[src/rtl/token_scanner.sv]
// Lexer between the calculator token ROM and the evaluator: folds digit runs into operands
// and streams operand/operator/end tokens. Optional unary minus via TOKEN_SCANNER_NEG_EN.
module token_scanner #(
  parameter int WIDTH     = 16,
  parameter int MAX_INDEX = 99
) (
  input  logic             clk,
  input  logic             rst,
  input  logic             start,
  output logic [6:0]       index,
  input  logic [7:0]       rom_data,
  output logic             tok_valid,
  input  logic             tok_ready,
  output logic [1:0]       tok_kind,
  output logic [WIDTH-1:0] tok_value,
  output logic [1:0]       tok_op,
  output logic             busy,
  output logic             done,
  output logic             err
);

  typedef enum logic [2:0] {
    IDLE, FETCH, EMIT_NUM, EMIT_OP, EMIT_END, DONE, ERROR
  } state_t;

  state_t           state_reg, state_next;
  logic [6:0]       index_reg, index_next;
  logic [WIDTH-1:0] acc_reg, acc_next;
  logic [6:0]       ndig_reg, ndig_next;
  logic             neg_reg, neg_next;
  logic             end_pend_reg, end_pend_next;
  logic             tok_valid_reg, tok_valid_next;
  logic [1:0]       tok_kind_reg, tok_kind_next;
  logic [WIDTH-1:0] tok_value_reg, tok_value_next;
  logic [1:0]       tok_op_reg, tok_op_next;

  logic             is_digit, is_end, is_op;
  logic [WIDTH+3:0] acc_prod;
  logic             acc_ovf;

  assign is_digit = (rom_data < 8'd10);
  assign is_end   = (rom_data == 8'd10);
  assign is_op    = (rom_data[7:2] == 6'd5);

  // Four guard bits hold acc*10+9 for any acc below 2^WIDTH.
  assign acc_prod = (WIDTH+4)'(acc_reg) * (WIDTH+4)'(10) + (WIDTH+4)'(rom_data[3:0]);
  assign acc_ovf  = |acc_prod[WIDTH+3:WIDTH];

  always_ff @(posedge clk or posedge rst) begin
    if (rst) begin
      state_reg     <= IDLE;
      index_reg     <= '0;
      acc_reg       <= '0;
      ndig_reg      <= '0;
      neg_reg       <= 1'b0;
      end_pend_reg  <= 1'b0;
      tok_valid_reg <= 1'b0;
      tok_kind_reg  <= '0;
      tok_value_reg <= '0;
      tok_op_reg    <= '0;
    end else begin
      state_reg     <= state_next;
      index_reg     <= index_next;
      acc_reg       <= acc_next;
      ndig_reg      <= ndig_next;
      neg_reg       <= neg_next;
      end_pend_reg  <= end_pend_next;
      tok_valid_reg <= tok_valid_next;
      tok_kind_reg  <= tok_kind_next;
      tok_value_reg <= tok_value_next;
      tok_op_reg    <= tok_op_next;
    end
  end

  always_comb begin
    state_next     = state_reg;
    index_next     = index_reg;
    acc_next       = acc_reg;
    ndig_next      = ndig_reg;
    neg_next       = neg_reg;
    end_pend_next  = end_pend_reg;
    tok_valid_next = tok_valid_reg;
    tok_kind_next  = tok_kind_reg;
    tok_value_next = tok_value_reg;
    tok_op_next    = tok_op_reg;

    case (state_reg)
      IDLE, DONE, ERROR: begin
        if (start) begin
          state_next = FETCH;
          index_next = '0;
          acc_next   = '0;
          ndig_next  = '0;
          neg_next   = 1'b0;
        end
      end

      FETCH: begin
        // Running off the end of the ROM without a terminator is malformed input.
        if (int'(index_reg) > MAX_INDEX) begin
          state_next = ERROR;
        end else if (is_digit) begin
          if (acc_ovf) begin
            state_next = ERROR;
          end else begin
            acc_next   = acc_prod[WIDTH-1:0];
            ndig_next  = ndig_reg + 7'd1;
            index_next = index_reg + 7'd1;
          end
        end else if ((is_op || is_end) && (ndig_reg != '0)) begin
          state_next     = EMIT_NUM;
          end_pend_next  = is_end;
          tok_valid_next = 1'b1;
          tok_kind_next  = 2'd0;
          tok_value_next = neg_reg ? (-acc_reg) : acc_reg;
          if (is_op) begin
            tok_op_next = rom_data[1:0];
          end
`ifdef TOKEN_SCANNER_NEG_EN
        end else if ((rom_data == 8'd21) && !neg_reg) begin
          neg_next   = 1'b1;
          index_next = index_reg + 7'd1;
`endif
        end else begin
          state_next = ERROR;
        end
      end

      EMIT_NUM: begin
        // Valid stays high so the operator/end token follows without a bubble.
        if (tok_ready) begin
          acc_next      = '0;
          ndig_next     = '0;
          neg_next      = 1'b0;
          tok_kind_next = end_pend_reg ? 2'd2 : 2'd1;
          state_next    = end_pend_reg ? EMIT_END : EMIT_OP;
        end
      end

      EMIT_OP: begin
        if (tok_ready) begin
          tok_valid_next = 1'b0;
          index_next     = index_reg + 7'd1;
          state_next     = FETCH;
        end
      end

      EMIT_END: begin
        if (tok_ready) begin
          tok_valid_next = 1'b0;
          state_next     = DONE;
        end
      end

      default: state_next = IDLE;
    endcase
  end

  assign index     = index_reg;
  assign tok_valid = tok_valid_reg;
  assign tok_kind  = tok_kind_reg;
  assign tok_value = tok_value_reg;
  assign tok_op    = tok_op_reg;
  assign busy      = !((state_reg == IDLE) || (state_reg == DONE) || (state_reg == ERROR));
  assign done      = (state_reg == DONE);
  assign err       = (state_reg == ERROR);

endmodule

[config.mk]
export PLATFORM = sky130hd
export DESIGN_NAME = token_scanner
export DESIGN_NICKNAME = d
export VERILOG_FILES = /design/src/rtl/token_scanner.sv
export SDC_FILE = /design/constraint.sdc
export NUM_CORES = 1
export LEC_CHECK = 0
export ABC_AREA = 0
export CAP_MARGIN = 10
export CORE_MARGIN = 1
export CORE_UTILIZATION = 45
export DETAILED_ROUTE_END_ITERATION = 10
export DONT_BUFFER_PORTS = 1
export GPL_ROUTABILITY_DRIVEN = 0
export GPL_TIMING_DRIVEN = 0
export HOLD_SLACK_MARGIN = 0.15
export PLACE_DENSITY = 0.56
export SYNTH_ARGS = -nofsm -noshare
export SYNTH_HDL_FRONTEND = slang
export SYNTH_SLANG_ARGS = --single-unit
[constraint.sdc]
create_clock -name clk -period 4.5 [get_ports clk]
set_clock_uncertainty 0.05 [all_clocks]
set_input_delay 0.45 -clock clk [delete_from_list [all_inputs] [get_ports clk]]
set_output_delay 0.45 -clock clk [all_outputs]
set_load 0.05 [all_outputs]
# ---- Word level (Yosys, flattened, before mapping)
# Index checks and enable logic that the tools add are counted.
dict set report word_totals {
  regBits 56
  inputBits 12
  output_inout_bits 31
  word_cells 102
}
dict set report op_classes {
  addsub 4
  multipliers 1
  n_lt_le_gt_ge 2
  n_eq_ne 19
  muxes 41
  n_bitwise 2
  n_reduce_logical 23
}
# cell n
set ops {}
lappend ops {{$mux W16} 6}
lappend ops {{$mux W7} 9}
lappend ops {{$pmux W16 S3} 1}
lappend ops {{$pmux W7 S3} 2}
lappend ops {{$mux W3} 9}
lappend ops {{$add A20 B4 Y20} 1}
lappend ops {{$reduce_and A5 Y1} 4}
lappend ops {{$mul A16 B3 Y19 const B} 1}
lappend ops {{$ne A2 B2 Y1 const B} 9}
lappend ops {{$neg A16 Y16} 1}
lappend ops {{$pmux W3 S5} 1}
lappend ops {{$add A7 B1 Y7 const B} 2}
lappend ops {{$reduce_and A6 Y1} 2}
lappend ops {{$mux W2} 5}
lappend ops {{$eq A3 B3 Y1 const B} 3}
lappend ops {{$eq A8 B4 Y1 const B} 1}
lappend ops {{$lt A8 B4 Y1 const B} 1}
lappend ops {{$gt A7 B7 Y1 const B} 1}
lappend ops {{$reduce_bool A7 Y1} 1}
lappend ops {{$eq A3 B2 Y1 const B} 2}
lappend ops {{$eq A6 B3 Y1 const B} 1}
lappend ops {{$reduce_bool A2 Y1} 3}
lappend ops {{$reduce_bool A3 Y1} 2}
lappend ops {{$mux W1} 5}
lappend ops {{other kinds (15)} 19}

# ---- Longest topological paths before layout
dict set report depth {
  depth_word 7
  mapped_depth 15
  ltp_nobuf 13
}

# ---- Worst setup path after synthesis
# No wires, ideal clock.
dict set report synth_timing {
  path_kind {flip-flop to flip-flop}
  startpoint {reg acc_reg[1]}
  endpoint {reg acc_reg[7]}
  setup_ns 0.121
  arrival_time_ns 3.778
  required_ns 4.329
  slack_ns 0.551
  path_stages_with_launch 16
  n_path_buf 2
  period_less_slack_ns 3.949
  cell_sequence {dfrtp_1 -> ha_1 -> ha_1 -> fa_1 -> a21o_1 -> a21oi_1 -> xnor2_1 -> nand3_1 -> nor4_1 -> nand4b_2 -> mux2i_1 -> or3_4 -> a21o_1 -> buf_6 -> buf_6 -> a22o_1}
}
dict set report synth_via {
  elab_chain_len 6
  word_cells_on_any_way 9
  cone_classes {add/sub: 1; mul: 1; eq/ne: 1; mux: 4; reduce/logical: 2}
}
# element line_no
set synth_rtl {}
lappend synth_rtl {{start: declaration} 28} ;# logic [WIDTH-1:0] acc_reg, acc_next;
lappend synth_rtl {{start signal: assignment} 64} ;# acc_reg <= acc_next;
lappend synth_rtl {{$mul A16 B3 Y19 *} 46} ;# assign acc_prod = (WIDTH+4)'(acc_reg) * (WIDTH+4)'(10) + (WIDTH+4)'(rom_data[3:0]);
lappend synth_rtl {{$add A20 B4 Y20 *} 46}
lappend synth_rtl {{$mux W16} 103} ;# if (acc_ovf) begin
lappend synth_rtl {{$mux W16} 102} ;# end else if (is_digit) begin
lappend synth_rtl {{$mux W16} 100} ;# if (int'(index_reg) > MAX_INDEX) begin
lappend synth_rtl {{$pmux W16 S3} 87} ;# case (state_reg)
# Every way passes the cells marked *; elsewhere a longest branch is shown, timed or not. The select of a mux whose other input is x is not followed.
# A chain may end at the register's enable or synchronous reset.

# ---- Final worst setup path
dict set report layout_timing {
  startpoint {reg acc_reg[1]}
  endpoint {reg acc_reg[2]}
}
# Same word-level chain as after synthesis.

==> impl_metrics.env <==
export IMPL_syn_area_per_cell_sq_um=9.68
export IMPL_rrSetupSlack_ns=0.23
export IMPL_cp_top_family="simple AND/OR/NAND/NOR gates"
export IMPL_crit_path_max_fanout=10
export IMPL_rsz0062_at_grt="false"
export IMPL_clk_latency_ns=0.31
export IMPL_grt_pass1_wl_um=14300
export IMPL_netlist_area_leader_share_pct=35.4
export IMPL_ir_drop_mv=0.143
export IMPL_r2r_cells=15
export IMPL_synthArstFlopShare_pct=100
export IMPL_postCtsSetupBuffers=0
export IMPL_clkSinkCount=55
export IMPL_syn2layout_area_growth_pct=7.38
export IMPL_utilization_pct=50.2
export IMPL_vias_per_cell=5.83
export IMPL_clockRootBuffer="clkbuf_8"
export IMPL_critical_path_buf_inv_count=2
export IMPL_wl_um=8610
export IMPL_port_buffers=0
export IMPL_first_pass_iters=4
export IMPL_path_class="register to register"
export IMPL_rr_endpoint="acc_reg[2]$_DFFE_PP0P_"
export IMPL_cap_violations=0
export IMPL_crit_path_max_incr_delay_ns=0.48
export IMPL_ant_nets=0
export IMPL_drv_slew=0
export IMPL_synth_area_leader_cell="dfrtp_1"
export IMPL_remaining_drc_errors=0
export IMPL_ios=43
export IMPL_endpoint_kind="register"
export IMPL_seq_area_frac_synth_pct=35.4
export IMPL_grt_usage_pct=20.2
export IMPL_clk_pin_slew_worst_paths_ns=0.10
export IMPL_grt_pass1_vias=2931
export IMPL_ys_top_cells_by_area="dfrtp_1, ha_1, mux2_2, a22o_1, nand2_1"
export IMPL_synth_commonest_cells="dfrtp_1, nand2_1, ha_1, nor2_1, nand3_1"
export IMPL_synth_distinct_cells=58
export IMPL_h_tree_depth=2
export IMPL_layout_min_cycle_time_ns=4.27
export IMPL_yosysMostFrequentCell="dfrtp_1"
export IMPL_coreArea_sq_um=8300
export IMPL_synth_edf_count=0
export IMPL_holdPathStages=1
export IMPL_grt_overflow=0
export IMPL_diodes=0
export IMPL_synthCells=401
export IMPL_start_util_pct=46.8
export IMPL_antenna_found_initial=0
export IMPL_grt_max_degree=43
export IMPL_r2r_start="acc_reg[1]$_DFFE_PP0P_"
export IMPL_drt_iter0_drc=69
export IMPL_setup_tns_ns=0
export IMPL_fmax_mhz=234
export IMPL_status="completed"
export IMPL_hp_start="rom_data[0]"
export IMPL_dp_hpwl_um=6700
export IMPL_synth_seq_cells=55
export IMPL_cp_required_ns=4.66
export IMPL_crit_arrival_ns=4.43
export IMPL_min_to="acc_reg[0]$_DFFE_PP0P_"
export IMPL_finalSetupViolCount=0
export IMPL_crit_path_start_kind="register"
export IMPL_vias=3021
export IMPL_hp_class="primary input to register"
export IMPL_die_w_um=94.9
export IMPL_syn_num_nets=449
export IMPL_die_height_um=94.9
export IMPL_netlist_area_sq_um=3880
export IMPL_p_leak_nw=2.12
export IMPL_die_area_sq_um=9000
export IMPL_nets=460
export IMPL_synth_top_flop_cell="dfrtp_1"
export IMPL_drive_above_1_share_pct=13.6
export IMPL_powerDensity_nw_per_um2=331
export IMPL_hold_violations=0
export IMPL_cts_buffers_inserted=5
export IMPL_relSlewSlack_pct=45.4
export IMPL_slowest_stage="dfrtp_2"
export IMPL_worstPathCellList="ha_1, ha_1, fa_1, a21o_1, a21oi_1, xnor2_1, nand3_2, nor4_4, nand4b_2, mux2i_1, or3_4, a21o_1, buf_6, buf_6, a22o_1"
export IMPL_worstMarginPinSlew_ns=0.813
export IMPL_yosysWarningCount=0
export IMPL_row_count=33
export IMPL_timing_final_crit_share_pct=95.0
export IMPL_cts_tree="done"
export IMPL_clockBufferDepth=2
export IMPL_wire_per_inst_um=16.6
[routing by layer]
| layer | routed length, um | track usage (%) | vias up |
|---|---|---|---|
| li1 | - | - | 1510 |
| met1 | 4140 | 26.4 | 1458 |
| met2 | 4100 | 34.7 | 45 |
| met3 | 268 | 3.14 | 8 |
| met4 | 99 | 4.67 | 0 |
| met5 | 0 | 0 | - |
[per-stage QoR]
step           worst slack [ns]  hold WS, ns  power (mW)  instances  cell area (sq um)
2_1_floorplan             0.551        0.420       0.977        401               3880
3_3_place_gp             0.0767        0.454        1.08        506               4010
3_5_place_dp             0.0791        0.276        1.10        509               4050
4_1_cts                  0.0192        0.207        1.39        518               4150
5_1_grt                 0.00898        0.205        1.46        518               4170
6_report                  0.226        0.214        1.38        518               4170
[cells by family after synthesis]
group / Yosys count / share of synthesized area [%]
AND/OR/NAND/NOR: 132 / 17.8
adder cells (fa/ha/maj): 36 / 12.0
AO/OA/AOI/OAI: 102 / 19.2
multiplexers: 23 / 6.54
flip-flops: 55 / 35.4
XOR/XNOR: 22 / 4.96
buffers and inverters: 31 / 4.06
[what timing repair did]
item | in CTS | in global routing
hold buffers | 1 | 0
resized for setup | 0 | 6
endpoints found under the hold margin | 13 | 0
endpoints found under the setup margin | 0 | 20
[worst max path at each step]
stage / startpoint / to / slack [ns] / cells after the start
final: acc_reg[1]$_DFFE_PP0P_ / acc_reg[2]$_DFFE_PP0P_ / 0.23 / 15
after global routing: acc_reg[1]$_DFFE_PP0P_ / acc_reg[1]$_DFFE_PP0P_ / 0.009 / 15
after CTS: acc_reg[1]$_DFFE_PP0P_ / acc_reg[4]$_DFFE_PP0P_ / 0.02 / 15
after detailed placement: acc_reg[1]$_DFFE_PP0P_ / acc_reg[3]$_DFFE_PP0P_ / 0.08 / 15
after global placement: acc_reg[1]$_DFFE_PP0P_ / acc_reg[4]$_DFFE_PP0P_ / 0.08 / 15
after floorplan: acc_reg[1]$_DFFE_PP0P_ / acc_reg[7]$_DFFE_PP0P_ / 0.55 / 15
[cell usage in the layout, fill, tap and decap left out, types with 3 or more instances in the layout]
cell type / netlist / routed
ha_1: 34 / 34
a21oi_1: 18 / 18
nand2_1: 40 / 40
nand3_1: 21 / 20
inv_1: 12 / 11
clkbuf_8: 0 / 5
mux2_2: 19 / 19
mux2i_1: 4 / 4
nor2b_1: 3 / 3
buf_6: 5 / 5
buf_2: 3 / 3
xnor2_1: 13 / 13
o21ai_0: 16 / 15
and3_1: 5 / 5
a22o_1: 19 / 19
clkbuf_1: 11 / 10
or4_1: 5 / 5
nor3_1: 6 / 6
a21o_1: 11 / 11
o211ai_1: 6 / 6
and2_1: 4 / 4
a31oi_1: 6 / 6
nor2_1: 23 / 23
nand2b_1: 4 / 4
o21ai_1: 2 / 3
dfrtp_1: 55 / 54
nor4_1: 4 / 3
xor2_1: 9 / 9
nand4_1: 5 / 5
[power breakdown]
part	internal [mW]	switching, mW	total (mW)
logic	0.160	0.311	0.471
clock network	0.113	0.175	0.288
registers	0.525	0.0953	0.620
[layout make-up]
cell class                 instances  area [sq um]
buffer                            19           114
clock buffer                       5          68.8
clock inverter                     3          22.5
fill                             796          4130
inverter                          12          45.0
multi-input combinational        315          2370
sequential                        55          1380
tap                              105           131
timing repair buffer               4          41.3
[worst reg2reg max path, stage by stage, from the launching register on]
cell	delay [ns]
dfrtp_2	0.48
ha_1	0.32
ha_1	0.24
fa_1	0.41
a21o_1	0.22
a21oi_1	0.18
xnor2_1	0.22
nand3_2	0.21
nor4_4	0.33
nand4b_2	0.14
mux2i_1	0.22
or3_4	0.44
a21o_1	0.20
buf_6	0.14
buf_6	0.14
a22o_1	0.22
Power figures use the tool's default switching activity.
